**src/rtl/timer_ms_multi_pkg.sv**
```systemverilog
// Shared types for the multi-channel millisecond timer: channel state and
// count-direction encodings, plus a prescaler width helper.
package timer_ms_multi_pkg;

  typedef enum logic [1:0] {
    ST_IDLE = 2'd0,
    ST_RUN  = 2'd1,
    ST_HOLD = 2'd2,
    ST_DONE = 2'd3
  } state_e;

  typedef enum logic {
    MODE_UP   = 1'b0,
    MODE_DOWN = 1'b1
  } mode_e;

  // Prescaler counter width; a 1-bit floor keeps degenerate parameters legal.
  function automatic int ps_width(input int clk_per_ms);
    return (clk_per_ms > 1) ? $clog2(clk_per_ms) : 1;
  endfunction

endpackage : timer_ms_multi_pkg

```
**src/rtl/timer_ms_multi_if.sv**
```systemverilog
// Control/status bundle between the game FSM (master) and the timer (slave).
// Per-channel fields are packed; channel i owns bit i or slice [i*CNT_W +: CNT_W].
interface timer_ms_multi_if #(
  parameter int NCH   = 2,
  parameter int CNT_W = 21
);

  logic [NCH-1:0]       Start;
  logic [NCH-1:0]       Clr;
  logic [NCH-1:0]       Load;
  logic [NCH-1:0]       Mode;
  logic [NCH*CNT_W-1:0] LoadVal;
  logic [NCH*CNT_W-1:0] T;
  logic [NCH-1:0]       Done;
  logic                 Tick;

  modport master (
    output Start, Clr, Load, Mode, LoadVal,
    input  T, Done, Tick
  );

  modport slave (
    input  Start, Clr, Load, Mode, LoadVal,
    output T, Done, Tick
  );

endinterface : timer_ms_multi_if

```
**src/rtl/timer_ms_multi_channel.sv**
```systemverilog
// One timer channel: IDLE/RUN/HOLD/DONE state machine, saturating up/down
// ms counter and a direction register that is only open in IDLE/HOLD.
module timer_ms_multi_channel
  import timer_ms_multi_pkg::*;
#(
  parameter int CNT_W = 21
) (
  input  logic             Clk,
  input  logic             Rst,
  input  logic             tick,
  input  logic             start,
  input  logic             clr,
  input  logic             load,
  input  logic             mode,
  input  logic [CNT_W-1:0] load_val,
  output logic [CNT_W-1:0] cnt,
  output logic             done
);

  localparam logic [CNT_W-1:0] CNT_MAX = '1;
  localparam logic [CNT_W-1:0] CNT_ONE = CNT_W'(1);

  state_e           state_q, state_d;
  mode_e            mode_q,  mode_d;
  logic [CNT_W-1:0] cnt_q,   cnt_d;

  always_comb begin
    // NOTE: every always_comb output gets a default first so no path can
    // leave it unassigned and infer a latch.
    state_d = state_q;
    mode_d  = mode_q;
    cnt_d   = cnt_q;

    // Direction can only change while the channel is not counting.
    if (state_q == ST_IDLE || state_q == ST_HOLD) begin
      mode_d = mode_e'(mode);
    end

    if (clr) begin
      state_d = ST_IDLE;
      cnt_d   = '0;
    end else if (load) begin
      state_d = ST_HOLD;
      cnt_d   = load_val;
    end else begin
      unique case (state_q)
        ST_IDLE: begin
          cnt_d = '0;
          if (start) state_d = ST_RUN;
        end
        ST_HOLD: begin
          if (start) state_d = ST_RUN;
        end
        ST_RUN: begin
          if (!start) begin
            state_d = ST_HOLD;
          end else if (tick) begin
            if (mode_q == MODE_UP) begin
              // Done rises on the edge that writes the saturated value.
              if (cnt_q == CNT_MAX) begin
                state_d = ST_DONE;
              end else begin
                cnt_d = cnt_q + CNT_ONE;
                if (cnt_q == CNT_MAX - CNT_ONE) state_d = ST_DONE;
              end
            end else begin
              if (cnt_q == '0) begin
                state_d = ST_DONE;
              end else begin
                cnt_d = cnt_q - CNT_ONE;
                if (cnt_q == CNT_ONE) state_d = ST_DONE;
              end
            end
          end
        end
        ST_DONE: begin
          state_d = ST_DONE;
        end
        default: begin
          state_d = ST_IDLE;
          cnt_d   = '0;
        end
      endcase
    end
  end

  // NOTE: state registers use non-blocking assignments so every flop samples
  // the pre-edge value of its inputs regardless of statement order.
  always_ff @(posedge Clk or posedge Rst) begin
    if (Rst) begin
      state_q <= ST_IDLE;
      mode_q  <= MODE_UP;
      cnt_q   <= '0;
    end else begin
      state_q <= state_d;
      mode_q  <= mode_d;
      cnt_q   <= cnt_d;
    end
  end

  assign cnt  = cnt_q;
  assign done = (state_q == ST_DONE);

endmodule : timer_ms_multi_channel

```
**src/rtl/timer_ms_multi.sv**
```systemverilog
// NCH independent millisecond timers sharing one free-running prescaler whose
// registered Tick advances every running channel once per ms.
module timer_ms_multi
  import timer_ms_multi_pkg::*;
#(
  parameter int CLK_PER_MS = 50000,
  parameter int CNT_W      = 21,
  parameter int NCH        = 2
) (
  input  logic              Clk,
  input  logic              Rst,
  timer_ms_multi_if.slave   bus
);

  localparam int              PS_W    = ps_width(CLK_PER_MS);
  localparam logic [PS_W-1:0] PS_LAST = PS_W'(CLK_PER_MS - 1);
  localparam logic [PS_W-1:0] PS_ONE  = PS_W'(1);

  logic [PS_W-1:0] presc_q, presc_d;
  logic            tick_q,  tick_d;

  always_comb begin
    presc_d = presc_q + PS_ONE;
    tick_d  = 1'b0;
    if (presc_q == PS_LAST) begin
      presc_d = '0;
      tick_d  = 1'b1;
    end
  end

  always_ff @(posedge Clk or posedge Rst) begin
    if (Rst) begin
      presc_q <= '0;
      tick_q  <= 1'b0;
    end else begin
      presc_q <= presc_d;
      tick_q  <= tick_d;
    end
  end

  assign bus.Tick = tick_q;

  for (genvar i = 0; i < NCH; i++) begin : g_ch
    timer_ms_multi_channel #(
      .CNT_W (CNT_W)
    ) u_ch (
      .Clk      (Clk),
      .Rst      (Rst),
      .tick     (tick_q),
      .start    (bus.Start[i]),
      .clr      (bus.Clr[i]),
      .load     (bus.Load[i]),
      .mode     (bus.Mode[i]),
      .load_val (bus.LoadVal[i*CNT_W +: CNT_W]),
      .cnt      (bus.T[i*CNT_W +: CNT_W]),
      .done     (bus.Done[i])
    );
  end

endmodule : timer_ms_multi

```
**src/flat_wrapper.sv**
```systemverilog
// flat-port wrapper written by rule: the top's interface ports become plain ports
module timer_ms_multi_flat import timer_ms_multi_pkg::*;
#(
  parameter int CLK_PER_MS = 50000,
  parameter int CNT_W      = 21,
  parameter int NCH        = 2
)
  (Clk, Rst, bus_Start, bus_Clr, bus_Load, bus_Mode, bus_LoadVal, bus_T, bus_Done, bus_Tick);
  timer_ms_multi_if #(.NCH(NCH), .CNT_W(CNT_W)) bus_i ();
  input  logic Clk;
  input  logic Rst;
  input wire logic [$bits(bus_i.Start)-1:0] bus_Start;
  input wire logic [$bits(bus_i.Clr)-1:0] bus_Clr;
  input wire logic [$bits(bus_i.Load)-1:0] bus_Load;
  input wire logic [$bits(bus_i.Mode)-1:0] bus_Mode;
  input wire logic [$bits(bus_i.LoadVal)-1:0] bus_LoadVal;
  output wire logic [$bits(bus_i.T)-1:0] bus_T;
  output wire logic [$bits(bus_i.Done)-1:0] bus_Done;
  output wire logic [$bits(bus_i.Tick)-1:0] bus_Tick;
  assign bus_i.Start = bus_Start;
  assign bus_i.Clr = bus_Clr;
  assign bus_i.Load = bus_Load;
  assign bus_i.Mode = bus_Mode;
  assign bus_i.LoadVal = bus_LoadVal;
  assign bus_T = bus_i.T;
  assign bus_Done = bus_i.Done;
  assign bus_Tick = bus_i.Tick;
  timer_ms_multi #(.CLK_PER_MS(CLK_PER_MS), .CNT_W(CNT_W), .NCH(NCH)) u_core (.Clk(Clk), .Rst(Rst), .bus(bus_i));
endmodule
```
**config.mk**
```make
export PLATFORM = sky130hd
export DESIGN_NAME = timer_ms_multi_flat
export DESIGN_NICKNAME = d
export VERILOG_FILES = /design/src/rtl/timer_ms_multi_pkg.sv /design/src/rtl/timer_ms_multi_if.sv /design/src/rtl/timer_ms_multi_channel.sv /design/src/rtl/timer_ms_multi.sv /design/src/flat_wrapper.sv
export SDC_FILE = /design/constraint.sdc
export NUM_CORES = 1
export LEC_CHECK = 0
export CORE_UTILIZATION = 56
export DETAILED_ROUTE_END_ITERATION = 16
export PLACE_DENSITY = 0.89
export SYNTH_ARGS = -nofsm -noshare
export SYNTH_HDL_FRONTEND = slang
export SYNTH_HIERARCHICAL = 1
export SYNTH_SLANG_ARGS = --single-unit
```
**constraint.sdc**
```tcl
create_clock -name Clk -period 4.4 [get_ports Clk]
set_input_delay 0.44 -clock Clk [delete_from_list [all_inputs] [get_ports Clk]]
set_output_delay 0.44 -clock Clk [all_outputs]
set_load 0.01 [all_outputs]
```
; After elaboration in Yosys (flattened, before gate mapping)
; Index checks and enable logic that the tools add are counted.
[totals]
inputBits = 52
output_inout_bits = 45
register_bits = 65
wordCells = 96
[classes]
add_sub_neg = 5
muxes = 40
n_reduce_logical = 14
eq_ne = 29
[ops]
columns = op, n
row1 = 2-to-1 mux 21 bit, 14
row2 = == test 21 bit (second input constant), 4
row3 = case mux 21 bit (2 select lines), 2
row4 = adder 21 x 1 -> 21 bit (second input constant), 2
row5 = == test 21 x 1 -> 1 bit (second input constant), 2
row6 = logical NOT 21 bit, 2
row7 = subtractor 21 x 1 -> 21 bit (second input constant), 2
row8 = 2-to-1 mux 2 bit, 20
row9 = != test 7 bit (second input constant), 4
row10 = != test 5 bit (second input constant), 4
row11 = adder 16 x 1 -> 16 bit (second input constant), 1
row12 = == test 16 bit (second input constant), 1
row13 = 2-to-1 mux 16 bit, 1
row14 = case mux 2 bit (3 select lines), 2
row15 = != test 5 x 4 -> 1 bit (second input constant), 2
row16 = AND reduction 5 bit, 2
row17 = == test 2 bit (second input constant), 4
row18 = != test 4 x 1 -> 1 bit (second input constant), 2
row19 = != test 4 x 3 -> 1 bit (second input constant), 2
row20 = != test 4 bit (second input constant), 2
row21 = AND reduction 4 bit, 2
row22 = nonzero test 4 bit, 2
row23 = == test 2 x 1 -> 1 bit (second input constant), 2
row24 = logical NOT 2 bit, 2
row25 = 3 further kinds, 5

; Logic depth before layout (Yosys ltp)
[logic_depth]
depth_word = 9
mapped_depth = 10
depth_no_buf = 8

; Modules after synthesis
; The synthesis kept the hierarchy.
[by_module_without_submodules]
columns = mod, n_inst, cells_per_inst, seq_area_each_um2, area_per_inst_um2
row1 = timer_ms_multi_channel at u_core.g_ch[1].u_ch, 1, 251, 600.6, 1975.6
row2 = timer_ms_multi_channel at u_core.g_ch[0].u_ch, 1, 251, 600.6, 1909.3
row3 = timer_ms_multi, 1, 69, 425.4, 782.0

; Least setup slack after synthesis
; Ideal clock, no wire load.
[synth_timing]
path_type = reg2reg
startpoint = register u_core.g_ch[1].u_ch.cnt_q[0]
endpoint = register u_core.g_ch[1].u_ch.cnt_q[9]
t_arrival_ps = 2097
path_slack_ps = 2223
path_buffers = 2
required_time_ps = 4319
stages_incl_launch_ff = 10
setup_time_ps = 81
period_less_slack_ps = 2177
cell_sequence = dfrtp_1 -> ha_1 -> nor2b_1 -> clkbuf_1 -> and4_1 -> a41oi_1 -> a21oi_4 -> or2_4 -> buf_6 -> o22ai_2
[synth_between]
elab_chain_len = 8
elab_cells_between_ends = 15
classes_between = 2 x add/sub / 3 x eq/ne / 8 x mux / 2 x reduce/logical
[synth_rtl]
columns = element, line_no
row1 = from (decl), timer_ms_multi_channel.sv:25  ; logic [CNT_W-1:0] cnt_q, cnt_d;
row2 = from (signal assigned), timer_ms_multi_channel.sv:97  ; cnt_q <= cnt_d;
row3 = adder 21 x 1 -> 21 bit / subtractor 21 x 1 -> 21 bit (equally long branches), "timer_ms_multi_channel.sv:63, timer_ms_multi_channel.sv:70"
row4 = "2-to-1 mux 21 bit, on equally long branches", "timer_ms_multi_channel.sv:60, timer_ms_multi_channel.sv:67"
row5 = 2-to-1 mux 21 bit, timer_ms_multi_channel.sv:58  ; if (mode_q == MODE_UP) begin
row6 = 2-to-1 mux 21 bit, timer_ms_multi_channel.sv:57  ; end else if (tick) begin
row7 = 2-to-1 mux 21 bit, timer_ms_multi_channel.sv:55  ; if (!start) begin
row8 = case mux 21 bit (2 select lines), timer_ms_multi_channel.sv:46  ; unique case (state_q)
row9 = 2-to-1 mux 21 bit, timer_ms_multi_channel.sv:42  ; end else if (load) begin
row10 = 2-to-1 mux 21 bit, timer_ms_multi_channel.sv:39  ; if (clr) begin
; Parallel ways exist; a longest one is shown, timed or not. The select of a mux whose other input is x is not followed.
; A chain may end at the register's enable or synchronous reset.

; Final worst setup path
[layout_timing]
startpoint = register u_core.g_ch[0].u_ch.cnt_q[0]
endpoint = register u_core.g_ch[0].u_ch.cnt_q[8]
[layout_between]
elab_chain_len = 8
elab_cells_between_ends = 15
classes_between = 2 x add/sub / 3 x eq/ne / 8 x mux / 2 x reduce/logical
[layout_rtl]
columns = element, line_no
row1 = from (decl), timer_ms_multi_channel.sv:25
row2 = from (signal assigned), timer_ms_multi_channel.sv:97
row3 = adder 21 x 1 -> 21 bit / subtractor 21 x 1 -> 21 bit (equally long branches), "timer_ms_multi_channel.sv:63, timer_ms_multi_channel.sv:70"
row4 = "2-to-1 mux 21 bit, on equally long branches", "timer_ms_multi_channel.sv:60, timer_ms_multi_channel.sv:67"
row5 = 2-to-1 mux 21 bit, timer_ms_multi_channel.sv:58
row6 = 2-to-1 mux 21 bit, timer_ms_multi_channel.sv:57
row7 = 2-to-1 mux 21 bit, timer_ms_multi_channel.sv:55
row8 = case mux 21 bit (2 select lines), timer_ms_multi_channel.sv:46
row9 = 2-to-1 mux 21 bit, timer_ms_multi_channel.sv:42
row10 = 2-to-1 mux 21 bit, timer_ms_multi_channel.sv:39
; Parallel ways exist; a longest one is shown, timed or not. The select of a mux whose other input is x is not followed.

==> metrics.cfg <==
[setup_path]
ff2ff_path_depth = 7
crit_fanout = 17
reg2reg_to = u_core/g_ch[0].u_ch/cnt[8]$_DFFE_PP0P_
crit_path_start_kind = register
crit_required_ps = 4620
cp-end-kind = register
cp.arrival_ps = 3120
r2r_slack_ps = 1500
path_class = register to register
r2r_start = u_core/g_ch[0].u_ch/cnt[0]$_DFFE_PP0P_

[routing]
via_per_inst = 6.660
ant_nets = 0
wl_um = 13960
dr.pass1.iters = 7
post_drt_wl_per_cell_um = 18.42
drt_iter0_drc = 587
num_vias = 5048
drc = 0

[timing]
setup_tns_ps = 0
setup_viol = 0
max_slew_margin = 0.3273
min_period_ps = 2905
tightest_slew_ps = 1008
slew_viol_final = 0
skew_ps = 6.604
finalCritPeriodShare = 0.6602
hold_viol = 0
clock.fmax_ghz = 0.3443
rsz0062_at_grt = no

[cts]
cts_root_buffer = clkbuf_8
cts_buffer_depth = 2
hold_buffers = 0
cts.reportedPaths.clkPinSlew_ps = 70
h-tree-depth = 3
cts_buffers = 9
cts_sinks = 65
ctsResizeCount = 0
cts_setup_buffers = 0
insertion_delay_ps = 350
cts_tree = done

[grt]
grt_max_degree = 29
antenna_found_initial = 0
grt_pass1_wl_um = 22400
grt_use_total = 0.3267
grt_pass1_vias = 4555
grt_overflow = 0

[worst_hold_path]
hp-start = u_core/presc_q[7]$_DFF_PP0_
hold_depth = 1
hold_path.class = register to register
min_to = u_core/presc_q[7]$_DFF_PP0_

[placed_design]
gp_congestion = 0.9688
portBuffers = 96
dp_hpwl_um = 9907

[power_and_ir_drop]
p_int_mw = 1.051
switchingPower_mw = 0.4652
p_leak_nw = 2.289
clock_power_share = 0.350
ir_drop_v = 0.0001875
pwr-share-seq = 0.445
power_mw = 1.516
sw_frac_of_total = 0.3068
powerDensity_nw_per_um2 = 260.2
pwr-share-comb = 0.205

[run_status]
status = complete, no violations

[yosys]
synth_top_area_frac = 0.3485
yosys.area.top_type = dfrtp_1
ys_types = 66
synth-main-ff-cell = dfrtp_1
syn_avg_cell_area_sq_um = 8.173
syn-num-nets = 634
seq_area_frac_synth = 0.3485
synth_cells = 571
synth_area_leaders = dfrtp_1 35%, nor2_1 5.8%, o21ai_0 5.8%, a21oi_1 3.8%, a22oi_1 3.2%
yosysWarnings = 6
synth_seq_cells = 65
async_flop_share = 1.000
synth_edf_count = 0
synthesis.area_sq_um = 4667

[floorplan]
die_w_um = 93.29
die_area_sq_um = 8703
fp.dieH_um = 93.29
start_util = 0.5917
core_area_sq_um = 7888
pin_count = 97
rows = 32

[final_layout]
multiInputGateArea_sq_um = 2804
drive_above_1_share = 0.06402
nets = 714
fill_cells = 584
area_growth_pct = 24.88
layout_commonest_cell = clkdlybuf4s50_1
seq_area_sq_um = 1627
final_cell_mix = 96 x clkdlybuf4s50_1, 72 x nor2_1, 65 x dfrtp_1
antennaDiodeCount = 0

[job]
maxCapViolCount = 0

[metal layers]
metal | share of wire | wire [um] | GRT usage
met5 | 0 | 0 | 0
met4 | 0.022 | 314 | 0.1154
met1 | 0.42 | 5811 | 0.4436
met2 | 0.46 | 6466 | 0.5208
met3 | 0.098 | 1365 | 0.06260
[cell type report]
| cell class | instances | area share |
|---|---|---|
| clock buffer | 10 | 0.02362 |
| clock inverter | 6 | 0.01138 |
| inverter | 22 | 0.01417 |
| multi-input combinational | 454 | 0.4811 |
| sequential | 65 | 0.2791 |
| tap | 102 | 0.02190 |
| timing repair buffer | 99 | 0.1687 |
[sequential cells by signal, summed over array words and instances (netlist names)]
signal	flops
u_core/bus.Tick	1
u_core/g_ch.u_ch/cnt	42
u_core/g_ch.u_ch/mode_q	2
u_core/presc_q	16
u_core/g_ch.u_ch/state_q	4
[power by group through the flow]
stage | logic, mW | clock network [mW] | registers (mW)
finish | 0.311 | 0.530 | 0.675
detailed placement | 0.304 | 0 | 0.685
global route | 0.335 | 0.566 | 0.680
floorplan | 0.177 | 0 | 0.672
CTS | 0.306 | 0.537 | 0.673
global placement | 0.297 | 0 | 0.682
[worst max-delay path, cell delays in order (launching register included)]
cell     delay [ps]
dfrtp_1         490
ha_1            210
nor2b_1         400
and3_1          300
nand3_1         150
a31oi_2         630
or2_2           430
o22ai_1         160
[cell families after synthesis]
family	count (synthesis)	synth area share
DFF	65	0.3485
adders and majority gates	11	0.02949
xor gates and xnor gates	15	0.02815
AOI/OAI and AO/OA	178	0.2397
muxes	3	0.006970
buffers and inverters	52	0.05201
and+or+nand+nor	247	0.2952
[stage by stage]
stage          setup WS, ps    util  instances  hold slack [ps]  cell area, sq um
2_1_floorplan          2223       -        571            366.1              4667
3_3_place_gp           1496  0.7130        742            481.8              5624
3_5_place_dp           1438  0.7130        742            502.4              5624
4_1_cts                1575  0.7389        758            517.7              5828
5_1_grt                1344  0.7389        758            540.7              5828
6_report               1495  0.7389        758            511.1              5828
[cell usage after synthesis, types with 3 or more instances]
master / number
buf_4: 4
nand2b_1: 3
a211oi_1: 4
buf_6: 3
nor4b_1: 4
nand2_1: 35
o2bb2ai_1: 3
o31ai_1: 5
o21bai_1: 3
a21oi_1: 35
inv_1: 22
nand3b_1: 7
xor2_1: 8
nor2_1: 72
o21ai_1: 8
clkbuf_1: 15
ha_1: 11
nand3_1: 14
nor2b_1: 4
a22oi_1: 20
and2_1: 11
or4_1: 5
o32ai_1: 6
xnor2_1: 7
o22ai_1: 15
o31a_1: 6
nand4_1: 21
dfrtp_1: 65
and4_1: 7
or2_2: 6
nor3_1: 14
buf_2: 7
or3_1: 4
and3_1: 9
nor4_1: 7
o21ai_0: 54
a31oi_1: 5
[worst max path at each step]
stage,startpoint,end,slack (ps),cells after the start
final,u_core/g_ch[0].u_ch/cnt[0]$_DFFE_PP0P_,u_core/g_ch[0].u_ch/cnt[8]$_DFFE_PP0P_,1500,7
after global placement,bus_Load[0],u_core/g_ch[0].u_ch/cnt[11]$_DFFE_PP0P_,1500,6
after floorplan,u_core/g_ch[1].u_ch/cnt[0]$_DFFE_PP0P_,u_core/g_ch[1].u_ch/cnt[9]$_DFFE_PP0P_,2220,9
after CTS,u_core/g_ch[0].u_ch/cnt[0]$_DFFE_PP0P_,u_core/g_ch[0].u_ch/cnt[8]$_DFFE_PP0P_,1570,7
after global routing,u_core/g_ch[0].u_ch/cnt[0]$_DFFE_PP0P_,u_core/g_ch[0].u_ch/cnt[0]$_DFFE_PP0P_,1340,7
after detailed placement,bus_Load[0],u_core/g_ch[0].u_ch/cnt[8]$_DFFE_PP0P_,1440,6
No activity file was read; power rests on OpenSTA's default activity.
